## src/rtl/alu_exec_sequencer_if.sv

```systemverilog
// Bundle between the ALU issue/writeback sequencer and its requester/ALU side.
// The slave modport is the sequencer. The master modport is the requester plus the external ALU.
interface alu_exec_sequencer_if #(
  parameter int unsigned AW = 2
);
  logic          instr_valid;
  logic          instr_ready;
  logic [3:0]    instr_s;
  logic          instr_m;
  logic          instr_cin;
  logic          instr_use_cf;
  logic [AW-1:0] instr_ra;
  logic [AW-1:0] instr_rb;
  logic [AW-1:0] instr_rd;
  logic          instr_we;
  logic [3:0]    alu_a;
  logic [3:0]    alu_b;
  logic [3:0]    alu_s;
  logic          alu_m;
  logic          alu_pin;
  logic [3:0]    alu_r;
  logic [3:0]    alu_p;
  logic          done;
  logic [3:0]    result;
  logic          carry_flag;
  logic          zero_flag;
  logic [AW-1:0] dbg_addr;
  logic [3:0]    dbg_data;

  modport slave (
    input  instr_valid, instr_s, instr_m, instr_cin, instr_use_cf,
           instr_ra, instr_rb, instr_rd, instr_we, alu_r, alu_p, dbg_addr,
    output instr_ready, alu_a, alu_b, alu_s, alu_m, alu_pin,
           done, result, carry_flag, zero_flag, dbg_data
  );

  modport master (
    output instr_valid, instr_s, instr_m, instr_cin, instr_use_cf,
           instr_ra, instr_rb, instr_rd, instr_we, alu_r, alu_p, dbg_addr,
    input  instr_ready, alu_a, alu_b, alu_s, alu_m, alu_pin,
           done, result, carry_flag, zero_flag, dbg_data
  );
endinterface

```

## src/rtl/alu_exec_sequencer.sv

```systemverilog
// Issue/writeback sequencer around a 4-bit ALU: IDLE accepts, EXEC captures the ALU,
// and WB writes the result back. Each instruction takes 3 cycles.
module alu_exec_sequencer #(
  parameter int unsigned NREGS = 4,
  parameter int unsigned AW    = 2
) (
  input  logic                 clk,
  input  logic                 rst,
  alu_exec_sequencer_if.slave  bus
);

  typedef enum logic [1:0] {IDLE, EXEC, WB} state_t;

  state_t        state_q, state_d;
  logic [3:0]    regs_q [NREGS];
  logic [3:0]    alu_a_q, alu_b_q, alu_s_q;
  logic          alu_m_q, alu_pin_q;
  logic [AW-1:0] rd_q;
  logic          we_q;
  logic [3:0]    result_q;
  logic          cf_q, zf_q;
  logic          accept;
  logic          ready;
  logic          done;

  always_comb begin
    state_d = state_q;
    accept  = 1'b0;
    ready   = 1'b0;
    done    = 1'b0;
    unique case (state_q)
      IDLE: begin
        ready = 1'b1;
        if (bus.instr_valid) begin
          accept  = 1'b1;
          state_d = EXEC;
        end
      end
      EXEC: state_d = WB;
      WB: begin
        done    = 1'b1;
        state_d = IDLE;
      end
      default: state_d = IDLE;
    endcase
  end

  always_ff @(posedge clk) begin
    if (rst) begin
      state_q <= IDLE;
    end else begin
      state_q <= state_d;
    end
  end

  // Operands and the carry flag are sampled at the accept edge, so the previous WB is already visible.
  always_ff @(posedge clk) begin
    if (rst) begin
      for (int unsigned i = 0; i < NREGS; i++) regs_q[i] <= '0;
      alu_a_q   <= '0;
      alu_b_q   <= '0;
      alu_s_q   <= '0;
      alu_m_q   <= 1'b0;
      alu_pin_q <= 1'b0;
      rd_q      <= '0;
      we_q      <= 1'b0;
      result_q  <= '0;
      cf_q      <= 1'b0;
      zf_q      <= 1'b0;
    end else begin
      if (accept) begin
        alu_a_q   <= regs_q[bus.instr_ra];
        alu_b_q   <= regs_q[bus.instr_rb];
        alu_s_q   <= bus.instr_s;
        alu_m_q   <= bus.instr_m;
        alu_pin_q <= bus.instr_use_cf ? cf_q : bus.instr_cin;
        rd_q      <= bus.instr_rd;
        we_q      <= bus.instr_we;
      end
      if (state_q == EXEC) begin
        result_q <= bus.alu_r;
        cf_q     <= bus.alu_p[3];
        zf_q     <= (bus.alu_r == 4'b0000);
      end
      if (state_q == WB && we_q) begin
        regs_q[rd_q] <= result_q;
      end
    end
  end

  assign bus.instr_ready = ready;
  assign bus.done        = done;
  assign bus.alu_a       = alu_a_q;
  assign bus.alu_b       = alu_b_q;
  assign bus.alu_s       = alu_s_q;
  assign bus.alu_m       = alu_m_q;
  assign bus.alu_pin     = alu_pin_q;
  assign bus.result      = result_q;
  assign bus.carry_flag  = cf_q;
  assign bus.zero_flag   = zf_q;
  assign bus.dbg_data    = regs_q[bus.dbg_addr];

endmodule

```

## src/flat_wrapper.sv

```systemverilog
// flat-port wrapper written by rule: the top's interface ports become plain ports
module alu_exec_sequencer_flat 
#(
  parameter int unsigned NREGS = 4,
  parameter int unsigned AW    = 2
)
  (clk, rst, bus_instr_valid, bus_instr_s, bus_instr_m, bus_instr_cin, bus_instr_use_cf, bus_instr_ra, bus_instr_rb, bus_instr_rd, bus_instr_we, bus_alu_r, bus_alu_p, bus_dbg_addr, bus_instr_ready, bus_alu_a, bus_alu_b, bus_alu_s, bus_alu_m, bus_alu_pin, bus_done, bus_result, bus_carry_flag, bus_zero_flag, bus_dbg_data);
  alu_exec_sequencer_if #(.AW(AW)) bus_i ();
  input  logic clk;
  input  logic rst;
  input wire logic [$bits(bus_i.instr_valid)-1:0] bus_instr_valid;
  input wire logic [$bits(bus_i.instr_s)-1:0] bus_instr_s;
  input wire logic [$bits(bus_i.instr_m)-1:0] bus_instr_m;
  input wire logic [$bits(bus_i.instr_cin)-1:0] bus_instr_cin;
  input wire logic [$bits(bus_i.instr_use_cf)-1:0] bus_instr_use_cf;
  input wire logic [$bits(bus_i.instr_ra)-1:0] bus_instr_ra;
  input wire logic [$bits(bus_i.instr_rb)-1:0] bus_instr_rb;
  input wire logic [$bits(bus_i.instr_rd)-1:0] bus_instr_rd;
  input wire logic [$bits(bus_i.instr_we)-1:0] bus_instr_we;
  input wire logic [$bits(bus_i.alu_r)-1:0] bus_alu_r;
  input wire logic [$bits(bus_i.alu_p)-1:0] bus_alu_p;
  input wire logic [$bits(bus_i.dbg_addr)-1:0] bus_dbg_addr;
  output wire logic [$bits(bus_i.instr_ready)-1:0] bus_instr_ready;
  output wire logic [$bits(bus_i.alu_a)-1:0] bus_alu_a;
  output wire logic [$bits(bus_i.alu_b)-1:0] bus_alu_b;
  output wire logic [$bits(bus_i.alu_s)-1:0] bus_alu_s;
  output wire logic [$bits(bus_i.alu_m)-1:0] bus_alu_m;
  output wire logic [$bits(bus_i.alu_pin)-1:0] bus_alu_pin;
  output wire logic [$bits(bus_i.done)-1:0] bus_done;
  output wire logic [$bits(bus_i.result)-1:0] bus_result;
  output wire logic [$bits(bus_i.carry_flag)-1:0] bus_carry_flag;
  output wire logic [$bits(bus_i.zero_flag)-1:0] bus_zero_flag;
  output wire logic [$bits(bus_i.dbg_data)-1:0] bus_dbg_data;
  assign bus_i.instr_valid = bus_instr_valid;
  assign bus_i.instr_s = bus_instr_s;
  assign bus_i.instr_m = bus_instr_m;
  assign bus_i.instr_cin = bus_instr_cin;
  assign bus_i.instr_use_cf = bus_instr_use_cf;
  assign bus_i.instr_ra = bus_instr_ra;
  assign bus_i.instr_rb = bus_instr_rb;
  assign bus_i.instr_rd = bus_instr_rd;
  assign bus_i.instr_we = bus_instr_we;
  assign bus_i.alu_r = bus_alu_r;
  assign bus_i.alu_p = bus_alu_p;
  assign bus_i.dbg_addr = bus_dbg_addr;
  assign bus_instr_ready = bus_i.instr_ready;
  assign bus_alu_a = bus_i.alu_a;
  assign bus_alu_b = bus_i.alu_b;
  assign bus_alu_s = bus_i.alu_s;
  assign bus_alu_m = bus_i.alu_m;
  assign bus_alu_pin = bus_i.alu_pin;
  assign bus_done = bus_i.done;
  assign bus_result = bus_i.result;
  assign bus_carry_flag = bus_i.carry_flag;
  assign bus_zero_flag = bus_i.zero_flag;
  assign bus_dbg_data = bus_i.dbg_data;
  alu_exec_sequencer #(.NREGS(NREGS), .AW(AW)) u_core (.clk(clk), .rst(rst), .bus(bus_i));
endmodule
```

## config.mk

```make
export PLATFORM = sky130hd
export DESIGN_NAME = alu_exec_sequencer_flat
export DESIGN_NICKNAME = d
export VERILOG_FILES = /design/src/rtl/alu_exec_sequencer_if.sv /design/src/rtl/alu_exec_sequencer.sv /design/src/flat_wrapper.sv
export SDC_FILE = /design/constraint.sdc
export NUM_CORES = 1
export LEC_CHECK = 0
export ABC_AREA = 1
export BUFFER_PORTS_ARGS = -buffer_cell sky130_fd_sc_hd__buf_2
export CORE_MARGIN = 2
export CORE_UTILIZATION = 49
export DETAILED_ROUTE_END_ITERATION = 10
export GPL_TIMING_DRIVEN = 0
export HOLD_SLACK_MARGIN = 0.15
export PLACE_DENSITY_LB_ADDON = 0.1
export SKIP_CTS_REPAIR_TIMING = 1
export SLEW_MARGIN = 20
export SYNTH_ARGS = -nofsm -noshare
export SYNTH_HDL_FRONTEND = slang
export SYNTH_SLANG_ARGS = --single-unit
```

## constraint.sdc

```tcl
create_clock -name clk -period 1.9 [get_ports clk]
set_clock_uncertainty 0.1 [all_clocks]
set_input_delay 0.38 -clock clk [delete_from_list [all_inputs] [get_ports clk]]
set_output_delay 0.38 -clock clk [all_outputs]
set_load 0.01 [all_outputs]
```

# Word-level counts from Yosys, hierarchy flattened

Memories as Yosys holds them, arrays and structs flattened. A register that Yosys moved wholly into a read port is not among the register bits.
Cells that the tools add are included.

Muxes and demuxes: 15
Reductions and logical operators: 4
Equality and inequality tests: 3

Operator list:

| kind                 | count |
|---|---|
| $mux W1              | 11 |
| $logic_not A4 Y1     | 1 |
| $mux W2              | 2 |
| $mux W4              | 1 |
| $pmux W2 S2          | 1 |
| $reduce_or A4 Y1     | 1 |
| $eq A2 B1 Y1 const B | 1 |
| $eq A2 B2 Y1 const B | 1 |
| $logic_not A2 Y1     | 1 |
| $ne A2 B2 Y1 const B | 1 |
| $logic_and A1 B1 Y1  | 1 |

Output and inout port bits: 26
Bits of input ports: 27
Flip-flop bits (word level): 17
RAM bits: 16
Memories: 1

Memories:

| name          | words | bits a word | rd ports | clocked after Yosys merged registers in | write ports | RTL line                 | source |
|---|---|---|---|---|---|---|---|
| u_core.regs_q | 4     | 4           | 3        | 2                                       | 4           | alu_exec_sequencer.sv:15 | `logic [3:0] regs_q [NREGS];` |

# Logic depth before layout (Yosys ltp)

Depth after elaboration: 7
Gate-level depth with buffers: 6
Gate-level depth less buffers: 5

# Worst setup path after synthesis

Ideal clock, no wire load.

Path kind: input to output
Start point: in bus_dbg_addr[0]
End point: out bus_dbg_data[0]
Slack: 470 ps
Path buffers: 1
Data arrival time: 950 ps
Stages: 4
Cells stage by stage: buf_2 -> inv_1 -> nor2_1 -> o22ai_1

Longest elaborated chain between the ends: 1

Ends and longest elaborated chain:

| item               | RTL line           | source |
|---|---|---|
| start: declaration | flat_wrapper.sv:22 | `input wire logic [$bits(bus_i.dbg_addr)-1:0] bus_dbg_addr;` |
| $mem_v2 Z4 W4      | --                 |  |
| end: declaration   | flat_wrapper.sv:33 | `output wire logic [$bits(bus_i.dbg_data)-1:0] bus_dbg_data;` |

Every way passes these cells.

==> summary.txt <==
Status
  • Status: finished, final reports clean

Final layout
  • Post-layout util: between 60% and 70%
  • Most common cell after layout, fill and taps aside: nand2_1
  • Share of cells above drive strength 1: between 20% and 30%
  • Nets@finish: roughly 330
  • Post-route insts no fill: around 350
  • Area delta synth->final: 19.7%
  • Commonest cells after routing, fill and taps aside: 64 x nand2_1, 51 x buf_2, 43 x nor2_1
  • Antenna diode count: 0

Yosys
  • Syn nets: 279
  • Unique masters post-synth: 22
  • Post-synth ARST share: 0%
  • Register bit total from synthesis: ~40
  • Post-synth EDFFs: 16
  • Yosys warns: 0
  • Post-synthesis cell count: about 250
  • Post-synthesis cell area: a little under 2000 µm²
  • Seq/Total Area, Yosys: 50.8%
  • Main synth FF type: dfxtp_1
  • Largest area contributor in the netlist: dfxtp_1
  • Largest cells by area after synthesis: dfxtp_1 26%, edfxtp_1 25%, nand2_1 12%
  • Area share of the largest cell type after synthesis: between 20 and 30%
  • Post-Syn Area per Cell: roughly 7.7 µm²

Placed design
  • Routability Congestion: between 0.8 and 0.9
  • Dpl hpwl: approximately 3.3 mm
  • Port bufs: between 40 and 50
  • Placed insts: between 300 and 400

Clocking
  • Num CTS Buffers: 5
  • CTS tree: built
  • Root buf cell: clkbuf_8
  • Later-pin clock latency in the skew report: 0.28 ns
  • Clk slew on worst S/H paths: 0.08 ns
  • H-tree levels: 2
  • CTS Sinks: 41
  • Clock Path Buffers: 2

Critical path
  • Required time worst endpoint: 1.42 ns
  • Critical path class: reg2out
  • Startpoint Class: flop
  • Slowest stage delay, CP: approximately 0.46 ns
  • Critical path arrival: between 1 and 1.5 ns
  • Critical-path top delay cell: edfxtp_1
  • Crit-path cells: o21ai_0, o22ai_1, buf_2
  • Crit path max fanout: 3
  • CP endpoint kind: output port

Detailed routing
  • WL/cell: between 10 and 15 µm
  • Detailed router's first-iteration violation count: 130
  • Via count: between 1.5k and 2k
  • Drc violations: 0
  • Vias per cell: ~5.0
  • Final wirelength: approximately 4.2 mm
  • Routed Antenna Nets: 0
  • TritonRoute pass-1 iters: 4

Pwr
  • Clock Power Share: around 31%
  • Sequential share of power: roughly 54%
  • Psw: roughly 0.48 mW
  • Leak Pwr: roughly 1.1 nW
  • Maximum vdd drop: 518 µV
  • Net Sw Frac: between 20% and 30%
  • Cell Pwr Density: approximately 800 nW/µm²
  • Power share of the combinational group: about 16%
  • Internal power: roughly 1.4 mW

STA
  • Min Tclk post-route: between 1.5 and 2 ns
  • FMAX: just over 600 MHz
  • Worst-margin pin slew: between 0.6 and 0.7 ns
  • Final hold viol count: 0
  • Crit share post-route: between 80 and 90%
  • # setup viols final: 0
  • RSZ-0062 raised after global routing: no
  • Fin. max-slew vios: 0
  • TNS Setup: 0 ns
  • Worst relative slew slack: approximately three fifths

Global routing
  • GRT Total Usage: 21.0%
  • Initial antenna violation count: 0
  • Gr ovfl total: 0
  • First-pass GRT wire length: a little under 7 mm
  • Largest net degree at the start of global routing: 12
  • Vias in the first global route: ~1.5k

Floorplan
  • Placeable Area: 3720 µm²
  • Num rows: 22
  • Die area: roughly 4500 µm²
  • Initial core utilization: 51.9%
  • I/O pin cnt: 53
  • DIE HEIGHT: roughly 67 µm
  • Chip width: approximately 67 µm

Min path
  • Worst hold path type: in2reg

Flow run
  • Max_cap viols: 0
-- per-layer routing --
metal	track usage (%)	vias up	share of wire [%]
li1	-	915	-
met1	27.7	803	46
met2	32.4	60	46
met3	5.91	4	6.7
met4	8.42	0	1.5
met5	0	-	0
-- Yosys cell counts, types with 2 or more instances --
cell / instances
a21oi_1: 14
nor3_1: 4
nor2_1: 43
o21ai_0: 19
buf_2: 5
inv_1: 24
inv_2: 2
nand3_2: 3
nand3_1: 17
o21ai_1: 4
o22ai_1: 4
dfxtp_1: 25
nand2_1: 64
edfxtp_1: 16
-- path summary, 6_finish.rpt --
kind / cells after the start / slack, ns / start / end
worst max-delay path: 3 / 0.26 / u_core.regs_q[2][0] / bus_dbg_data[0]
worst min-delay path: 3 / 0.22 / bus_instr_s[0] / u_core.bus.alu_s[0]
worst max register to register: 2 / 0.35 / u_core.state_q[1] / u_core.regs_q[3][2]
worst min register to register: 2 / 0.36 / u_core.bus.zero_flag / u_core.bus.zero_flag
-- state kept, by name (all words and copies together) (netlist names) --
name                   cells
u_core.we_q                1
u_core.bus.alu_m           1
u_core.bus.result          4
u_core.bus.alu_b           4
u_core.bus.carry_flag      1
u_core.rd_q                2
u_core.state_q             2
u_core.bus.alu_s           4
u_core.bus.zero_flag       1
u_core.bus.alu_a           4
u_core.bus.alu_pin         1
u_core.regs_q             16
-- critical path, delay by kind of cell (launching register included) --
family | cells | cell delay, ns
DFF | 1 | 0.46
buffers and inverters | 1 | 0.14
AOI/OAI and AO/OA | 2 | 0.28
-- power groups by stage --
stage	registers [mW]	logic (mW)	clock network, mW
global route	1.01	0.335	0.627
finish	1.00	0.291	0.566
global placement	1.02	0.289	0
CTS	1.00	0.294	0.573
floorplan	1.03	0.173	0
detailed placement	1.02	0.293	0
-- cells by family (layout without fill, tap and decap cells) --
logic type,count (synthesis),count (layout),synth area share [%]
AND/OR/NAND/NOR,134,134,29.3
AO/OA/AOI/OAI,42,42,11.3
flip-flops,41,41,50.8
buffers and inverters,35,88,8.56
-- layout make-up --
| cell class | count | area (µm²) |
|---|---|---|
| Buffer | 8 | 58.8 |
| Clock buffer | 7 | 90.1 |
| Fill cell | 363 | 1410 |
| Inverter | 27 | 106 |
| Multi-Input combinational cell | 176 | 783 |
| Sequential cell | 41 | 981 |
| Tap cell | 48 | 60.1 |
| Timing Repair Buffer | 46 | 230 |
-- through the flow --
stage                     instance area [µm²]  setup WS (ns)  power (mW)  hold WS (ns)
after floorplan                          1930          0.470        1.20         0.349
after global placement                   2220          0.366        1.31         0.352
after detailed placement                 2220          0.353        1.31         0.356
after CTS                                2310          0.270        1.87         0.218
after global routing                     2310          0.201        1.97         0.232
final                                    2310          0.264        1.86         0.225
Note: power is estimated with default switching activity, not from simulation.
